[config.mk]
export PLATFORM = sky130hd
export DESIGN_NAME = bf_mem_arbiter_flat
export DESIGN_NICKNAME = d
export VERILOG_FILES = /design/src/rtl/bf_mem_arbiter_pkg.sv /design/src/rtl/bf_mem_arbiter_if.sv /design/src/rtl/bf_mem_arbiter_pick.sv /design/src/rtl/bf_mem_arbiter.sv /design/src/flat_wrapper.sv
export SDC_FILE = /design/constraint.sdc
export NUM_CORES = 1
export LEC_CHECK = 0
export BUFFER_PORTS_ARGS = -buffer_cell sky130_fd_sc_hd__buf_2
export CAP_MARGIN = 20
export CORE_MARGIN = 5
export CORE_UTILIZATION = 45
export CTS_CLUSTER_SIZE = 25
export DETAILED_ROUTE_END_ITERATION = 8
export PLACE_DENSITY = 0.76
export RECOVER_POWER = 100
export SYNTH_ARGS = -nofsm -noshare
export SYNTH_HDL_FRONTEND = slang
export SYNTH_SLANG_ARGS = --single-unit
[constraint.sdc]
create_clock -name clk -period 1.86 [get_ports clk]
set_input_delay 0.186 -clock clk [delete_from_list [all_inputs] [get_ports clk]]
set_output_delay 0.186 -clock clk [all_outputs]
set_load 0.02 [all_outputs]
[src/rtl/bf_mem_arbiter_pkg.sv]
// bf_mem_arbiter_pkg: shared encodings for the unified-memory arbiter.
// These are the arbiter FSM state encodings, the memory/client direction
// encodings and the grant encoding used by the pick logic and last_grant.
package bf_mem_arbiter_pkg;

    localparam int DATA_WIDTH = 8;

    localparam logic DIRECTION_READ  = 1'b0;
    localparam logic DIRECTION_WRITE = 1'b1;

    localparam logic GRANT_I = 1'b0;
    localparam logic GRANT_D = 1'b1;

    typedef enum logic [1:0] {
        ARB_STATE_IDLE    = 2'd0,
        ARB_STATE_MEM_REQ = 2'd1,
        ARB_STATE_MEM_REL = 2'd2,
        ARB_STATE_CLI_ACK = 2'd3
    } arb_state_t;

endpackage

[src/rtl/bf_mem_arbiter_if.sv]
// bf_mem_arbiter_if: fetch, data and memory four-phase handshakes bundled together.
// The master modport is the arbiter's view. It serves both clients and masters
// the memory. The slave modport is the view of the CPU and memory around it.
interface bf_mem_arbiter_if #(
    parameter int i_addr_width = 16,
    parameter int d_addr_width = 8,
    parameter int m_addr_width = 17
);
    logic                                    i_req;
    logic [i_addr_width-1:0]                 i_addr;
    logic                                    i_ack;
    logic [bf_mem_arbiter_pkg::DATA_WIDTH-1:0] i_rdata;

    logic                                    d_req;
    logic                                    d_dir;
    logic [d_addr_width-1:0]                 d_addr;
    logic [bf_mem_arbiter_pkg::DATA_WIDTH-1:0] d_wdata;
    logic                                    d_ack;
    logic [bf_mem_arbiter_pkg::DATA_WIDTH-1:0] d_rdata;

    logic                                    m_req;
    logic                                    m_dir;
    logic [m_addr_width-1:0]                 m_addr;
    logic [bf_mem_arbiter_pkg::DATA_WIDTH-1:0] m_wdata;
    logic                                    m_ack;
    logic [bf_mem_arbiter_pkg::DATA_WIDTH-1:0] m_rdata;

    modport master (
        input  i_req, i_addr,
        output i_ack, i_rdata,
        input  d_req, d_dir, d_addr, d_wdata,
        output d_ack, d_rdata,
        output m_req, m_dir, m_addr, m_wdata,
        input  m_ack, m_rdata
    );

    modport slave (
        output i_req, i_addr,
        input  i_ack, i_rdata,
        output d_req, d_dir, d_addr, d_wdata,
        input  d_ack, d_rdata,
        input  m_req, m_dir, m_addr, m_wdata,
        output m_ack, m_rdata
    );

endinterface

[src/rtl/bf_mem_arbiter_pick.sv]
// bf_arb_pick: decides which client wins when the arbiter leaves IDLE.
// With BF_ARB_RR_EN defined, ties go to the port that was not served last.
// Otherwise the data port always wins ties, and last_grant is ignored.
module bf_arb_pick
    import bf_mem_arbiter_pkg::*;
(
    input  logic i_req,
    input  logic d_req,
    input  logic last_grant,
    output logic grant_d
);

`ifdef BF_ARB_RR_EN
    // D wins when alone, or on a tie if I was the one served last
    always_comb begin
        grant_d = d_req && (!i_req || (last_grant == GRANT_I));
    end
`else
    logic unused_pick_inputs;

    // D wins whenever it asks; I only gets the memory when D is quiet
    always_comb begin
        unused_pick_inputs = i_req ^ last_grant;
        grant_d            = d_req;
    end
`endif

endmodule

[src/rtl/bf_mem_arbiter.sv]
// bf_mem_arbiter: shares one unified memory between the fetch and data ports.
// Only one memory transaction is in flight at a time. Data addresses are
// relocated by d_base and wrap modulo the memory address width.
// BF_ARB_RR_EN selects round-robin tie-breaking. Without it, D has fixed priority.
module bf_mem_arbiter
    import bf_mem_arbiter_pkg::*;
#(
    parameter int          i_addr_width = 16,
    parameter int          d_addr_width = 8,
    parameter int          m_addr_width = 17,
    parameter logic [31:0] d_base       = 32'h10000
) (
    input  logic             clk,
    input  logic             rst_n,
    bf_mem_arbiter_if.master bus
);

    arb_state_t                  state, state_n;
    logic                        granted_d, granted_d_n;
    logic                        m_req_q, m_req_n;
    logic                        m_dir_q, m_dir_n;
    logic [m_addr_width-1:0]     m_addr_q, m_addr_n;
    logic [DATA_WIDTH-1:0]       m_wdata_q, m_wdata_n;
    logic                        i_ack_q, i_ack_n;
    logic                        d_ack_q, d_ack_n;
    logic [DATA_WIDTH-1:0]       i_rdata_q, i_rdata_n;
    logic [DATA_WIDTH-1:0]       d_rdata_q, d_rdata_n;
    logic                        last_grant;
    logic                        pick_grant_d;
    logic                        granted_req;

`ifdef BF_ARB_RR_EN
    logic last_grant_n;

    // Remember which port was served last so the next tie goes to the other
    always_ff @(posedge clk or negedge rst_n) begin
        if (!rst_n) begin
            last_grant <= GRANT_D;
        end else begin
            last_grant <= last_grant_n;
        end
    end
`else
    assign last_grant = GRANT_D;
`endif

    bf_arb_pick u_pick (
        .i_req      (bus.i_req),
        .d_req      (bus.d_req),
        .last_grant (last_grant),
        .grant_d    (pick_grant_d)
    );

    assign bus.m_req   = m_req_q;
    assign bus.m_dir   = m_dir_q;
    assign bus.m_addr  = m_addr_q;
    assign bus.m_wdata = m_wdata_q;
    assign bus.i_ack   = i_ack_q;
    assign bus.d_ack   = d_ack_q;
    assign bus.i_rdata = i_rdata_q;
    assign bus.d_rdata = d_rdata_q;

    assign granted_req = granted_d ? bus.d_req : bus.i_req;

    // Next-state and next-output logic; every register holds unless a state says otherwise
    always_comb begin
        state_n     = state;
        granted_d_n = granted_d;
        m_req_n     = m_req_q;
        m_dir_n     = m_dir_q;
        m_addr_n    = m_addr_q;
        m_wdata_n   = m_wdata_q;
        i_ack_n     = i_ack_q;
        d_ack_n     = d_ack_q;
        i_rdata_n   = i_rdata_q;
        d_rdata_n   = d_rdata_q;
`ifdef BF_ARB_RR_EN
        last_grant_n = last_grant;
`endif
        case (state)
            ARB_STATE_IDLE: begin
                if (bus.i_req || bus.d_req) begin
                    granted_d_n = pick_grant_d;
`ifdef BF_ARB_RR_EN
                    last_grant_n = pick_grant_d;
`endif
                    if (pick_grant_d) begin
                        m_addr_n  = m_addr_width'(d_base) + m_addr_width'(bus.d_addr);
                        m_dir_n   = bus.d_dir;
                        m_wdata_n = bus.d_wdata;
                    end else begin
                        m_addr_n = m_addr_width'(bus.i_addr);
                        m_dir_n  = DIRECTION_READ;
                    end
                    m_req_n = 1'b1;
                    state_n = ARB_STATE_MEM_REQ;
                end
            end
            ARB_STATE_MEM_REQ: begin
                if (bus.m_ack) begin
                    if (granted_d) begin
                        d_rdata_n = bus.m_rdata;
                    end else begin
                        i_rdata_n = bus.m_rdata;
                    end
                    m_req_n = 1'b0;
                    state_n = ARB_STATE_MEM_REL;
                end
            end
            ARB_STATE_MEM_REL: begin
                if (!bus.m_ack) begin
                    if (granted_req) begin
                        if (granted_d) begin
                            d_ack_n = 1'b1;
                        end else begin
                            i_ack_n = 1'b1;
                        end
                        state_n = ARB_STATE_CLI_ACK;
                    end else begin
                        state_n = ARB_STATE_IDLE;
                    end
                end
            end
            ARB_STATE_CLI_ACK: begin
                if (!granted_req) begin
                    i_ack_n = 1'b0;
                    d_ack_n = 1'b0;
                    state_n = ARB_STATE_IDLE;
                end
            end
            default: begin
                state_n = ARB_STATE_IDLE;
            end
        endcase
    end

    // State and registered outputs; reset aborts any transaction in flight
    always_ff @(posedge clk or negedge rst_n) begin
        if (!rst_n) begin
            state     <= ARB_STATE_IDLE;
            granted_d <= GRANT_I;
            m_req_q   <= 1'b0;
            m_dir_q   <= DIRECTION_READ;
            m_addr_q  <= '0;
            m_wdata_q <= '0;
            i_ack_q   <= 1'b0;
            d_ack_q   <= 1'b0;
            i_rdata_q <= '0;
            d_rdata_q <= '0;
        end else begin
            state     <= state_n;
            granted_d <= granted_d_n;
            m_req_q   <= m_req_n;
            m_dir_q   <= m_dir_n;
            m_addr_q  <= m_addr_n;
            m_wdata_q <= m_wdata_n;
            i_ack_q   <= i_ack_n;
            d_ack_q   <= d_ack_n;
            i_rdata_q <= i_rdata_n;
            d_rdata_q <= d_rdata_n;
        end
    end

endmodule
[src/flat_wrapper.sv]
// flat-port wrapper written by rule: the top's interface ports become plain ports
module bf_mem_arbiter_flat import bf_mem_arbiter_pkg::*;
#(
    parameter int          i_addr_width = 16,
    parameter int          d_addr_width = 8,
    parameter int          m_addr_width = 17,
    parameter logic [31:0] d_base       = 32'h10000
)
  (clk, rst_n, bus_i_req, bus_i_addr, bus_i_ack, bus_i_rdata, bus_d_req, bus_d_dir, bus_d_addr, bus_d_wdata, bus_d_ack, bus_d_rdata, bus_m_req, bus_m_dir, bus_m_addr, bus_m_wdata, bus_m_ack, bus_m_rdata);
  bf_mem_arbiter_if #(.i_addr_width(i_addr_width), .d_addr_width(d_addr_width), .m_addr_width(m_addr_width)) bus_i ();
  input  logic clk;
  input  logic rst_n;
  input wire logic [$bits(bus_i.i_req)-1:0] bus_i_req;
  input wire logic [$bits(bus_i.i_addr)-1:0] bus_i_addr;
  output wire logic [$bits(bus_i.i_ack)-1:0] bus_i_ack;
  output wire logic [$bits(bus_i.i_rdata)-1:0] bus_i_rdata;
  input wire logic [$bits(bus_i.d_req)-1:0] bus_d_req;
  input wire logic [$bits(bus_i.d_dir)-1:0] bus_d_dir;
  input wire logic [$bits(bus_i.d_addr)-1:0] bus_d_addr;
  input wire logic [$bits(bus_i.d_wdata)-1:0] bus_d_wdata;
  output wire logic [$bits(bus_i.d_ack)-1:0] bus_d_ack;
  output wire logic [$bits(bus_i.d_rdata)-1:0] bus_d_rdata;
  output wire logic [$bits(bus_i.m_req)-1:0] bus_m_req;
  output wire logic [$bits(bus_i.m_dir)-1:0] bus_m_dir;
  output wire logic [$bits(bus_i.m_addr)-1:0] bus_m_addr;
  output wire logic [$bits(bus_i.m_wdata)-1:0] bus_m_wdata;
  input wire logic [$bits(bus_i.m_ack)-1:0] bus_m_ack;
  input wire logic [$bits(bus_i.m_rdata)-1:0] bus_m_rdata;
  assign bus_i.i_req = bus_i_req;
  assign bus_i.i_addr = bus_i_addr;
  assign bus_i_ack = bus_i.i_ack;
  assign bus_i_rdata = bus_i.i_rdata;
  assign bus_i.d_req = bus_d_req;
  assign bus_i.d_dir = bus_d_dir;
  assign bus_i.d_addr = bus_d_addr;
  assign bus_i.d_wdata = bus_d_wdata;
  assign bus_d_ack = bus_i.d_ack;
  assign bus_d_rdata = bus_i.d_rdata;
  assign bus_m_req = bus_i.m_req;
  assign bus_m_dir = bus_i.m_dir;
  assign bus_m_addr = bus_i.m_addr;
  assign bus_m_wdata = bus_i.m_wdata;
  assign bus_i.m_ack = bus_m_ack;
  assign bus_i.m_rdata = bus_m_rdata;
  bf_mem_arbiter #(.i_addr_width(i_addr_width), .d_addr_width(d_addr_width), .m_addr_width(m_addr_width), .d_base(d_base)) u_core (.clk(clk), .rst_n(rst_n), .bus(bus_i));
endmodule
==> flow_metrics.tcl <==
set metrics [dict create \
    status "finished, final reports clean" \
    drive_above_1_share_pct 41.2 \
    synth.avg_cell_area_um2 14.8 \
    post_cts_resized 0 \
    layout_setup_ws_ns 0.263 \
    drtIter0Drc 29 \
    arrival_ns 1.78 \
    grt_first_pass_wirelength_um 7250 \
    synth_cells 141 \
    synth_top_area_share_pct 56.5 \
    synth_warnings 0 \
    period_share_pct 85.9 \
    max-cap-violations 0 \
    first_pass_iters 4 \
    powerDensity_nw_per_um2 1750 \
    std_cell_rows 24 \
    synth_cell_types 27 \
    slew_headroom_pct 22.0 \
    fmax_mhz 626 \
    end_kind "register" \
    grt_max_degree 28 \
    post_drt_via_cell_ratio 5.00 \
    r2r_slack_ns 0.26 \
    multi_input_area_um2 762 \
    portBuffers 90 \
    die_w_um 78.0 \
    antenna_found_initial 0 \
    final_nets 278 \
    finClkSkew_ns 0.0179 \
    coreArea_um2 4410 \
    place_congestion 0.726 \
    synthArstFlopShare_pct 100 \
    final_common_cell "dfrtp_1" \
    ff_latch_area_um2 1180 \
    synth_ff_type "dfrtp_1" \
    wl_per_cell_um 14.9 \
    p_leak_nw 1.17 \
    diodes 0 \
    htree_levels 2 \
    hold_path.class "input port to register" \
    tightestPinTransition_ns 1.17 \
    hpwl_um 3320 \
    worst-path-max-fanout 10 \
    clkTransAtPathRegs_ns 0.10 \
    syn2layout_area_growth_pct 23.5 \
    drc 0 \
    final_cell_mix "47 x dfrtp_1, 46 x clkbuf_1, 44 x buf_2, 38 x mux2_2, 10 x mux2_1" \
    cts.sinks 47 \
    ir_drop_mv 0.780 \
    start_util_pct 47.2 \
    critPathRequiredTime_ns 2.04 \
    yosys-top-cells-area "dfrtp_1 56%, mux2_2 21%, mux2_4 7.2%, nor2b_1 2.4%, buf_6 1.6%" \
    clock_latency_ns 0.31 \
    cts_root_buf "clkbuf_8" \
    ys_seq_area_share_pct 56.5 \
    syn_area_um2 2080 \
    syn-num-nets 187 \
    cts_inserted_buffers 5 \
    path_class "register to register" \
    synth-edff-count 0 \
    start_kind "register" \
    setup_viol 0 \
    timing.final.max_slew_violations 0 \
    grt_pass1_vias 1542 \
    nFillCells 406 \
    tns_ns 0 \
    ant_nets 0 \
    grt_setup_unrepaired "no" \
    final-hold-violation-count 0 \
    cts_tree "built" \
    ios 91 \
    drt_wl_total_um 4250 \
    ys_ff_latch 47 \
    yosys.area.top_type "dfrtp_1" \
    vias 1425 \
    overflow 0 \
    fin_crit_ns 1.60 \
    grt_usage_pct 14.8 \
    die_area_um2 6090 \
    place_ws_ns 0.356 \
    p_total_w 0.00449 \
    clock_tree.buffer_depth 2 \
    die_h_um 78.0 \
]
## logic make-up (layout without fill, tap and decap cells)
group / after synthesis / after routing / synth area share (%)
mux: 49 / 49 / 28.3
flops: 47 / 47 / 56.5
simple gates: 18 / 18 / 5.71
compound gates: 14 / 14 / 4.51
buf+inv: 12 / 104 / 4.62
xor+xnor: 1 / 1 / 0.420
## metal layers
metal | routed length (um) | part of all wire, % | vias to the layer above | track usage [%]
li1 | - | - | 675 | -
met1 | 1620 | 38 | 704 | 17.1
met2 | 2280 | 54 | 41 | 25.5
met3 | 313 | 7.4 | 5 | 5.15
met4 | 42 | 0.99 | 0 | 4.56
met5 | 0 | 0 | - | 0
## per-stage QoR
stage / std cells / util (%) / hold slack (ns) / cell area (um2)
after floorplan: 141 / - / -0.110 / 2080
after global placement: 276 / 57.9 / 0.169 / 2550
after detailed placement: 276 / 57.9 / 0.178 / 2550
after CTS: 285 / 60.7 / 0.0848 / 2680
after global routing: 285 / 58.3 / 0.0825 / 2570
final: 285 / 58.3 / 0.0907 / 2570
## final timing paths
kind / start / endpoint / cells past startpoint
setup / recovery: u_core.state[1] / u_core.bus.i_rdata[7] / 3
hold / removal: bus_d_dir / u_core.bus.m_dir / 2
setup reg to reg: u_core.state[1] / u_core.bus.i_rdata[7] / 3
hold reg to reg: u_core.bus.m_addr[7] / u_core.bus.m_addr[7] / 1
max in group asynchronous: rst_n / u_core.bus.d_rdata[2] / 3
min in group asynchronous: rst_n / u_core.bus.m_addr[0] / 2
## Yosys cell counts, types with 2 or more instances
library cell,n
nor2_4,2
buf_4,3
nor2b_1,8
buf_6,3
a21oi_1,2
dfrtp_1,47
mux2_4,10
mux2_2,39
inv_1,3
a41oi_1,2
nand2_1,3
o21ai_0,4
## report_power, final
group | internal [W] | switching, W | total, W
Sequential | 0.00151 | 0.000308 | 0.00182
Clock | 0.000407 | 0.000354 | 0.000762
Combinational | 0.000779 | 0.00113 | 0.00191
## repair_timing
| item | 4_1_cts | 5_1_grt |
|---|---|---|
| buffers inserted | 0 | 0 |
| hold buffers | 1 | 0 |
| setup endpoints to repair | 0 | 0 |
| hold endpoints to repair | 20 | 0 |
## cell type report
type	count	area share, %
Multi-Input combinational cell	82	29.6
Clock buffer	5	2.67
Clock inverter	3	1.85
Sequential cell	47	45.7
Timing Repair Buffer	93	17.2
Tap cell	52	2.53
Inverter	3	0.438
## sequential cells by signal (all words and copies together), names as in the netlist
| register | count |
|---|---|
| u_core.bus.d_ack | 1 |
| u_core.bus.d_rdata | 8 |
| u_core.bus.i_ack | 1 |
| u_core.bus.i_rdata | 8 |
| u_core.bus.m_addr | 16 |
| u_core.bus.m_dir | 1 |
| u_core.bus.m_req | 1 |
| u_core.bus.m_wdata | 8 |
| u_core.granted_d | 1 |
| u_core.state | 2 |
## critical path, cell delays in order (launching register included)
cell and delay, ns:
dfrtp_1 0.50, nand3b_1 0.24, nor2_2 0.34, mux2_2 0.38
Note: power is estimated with default switching activity, not from simulation.
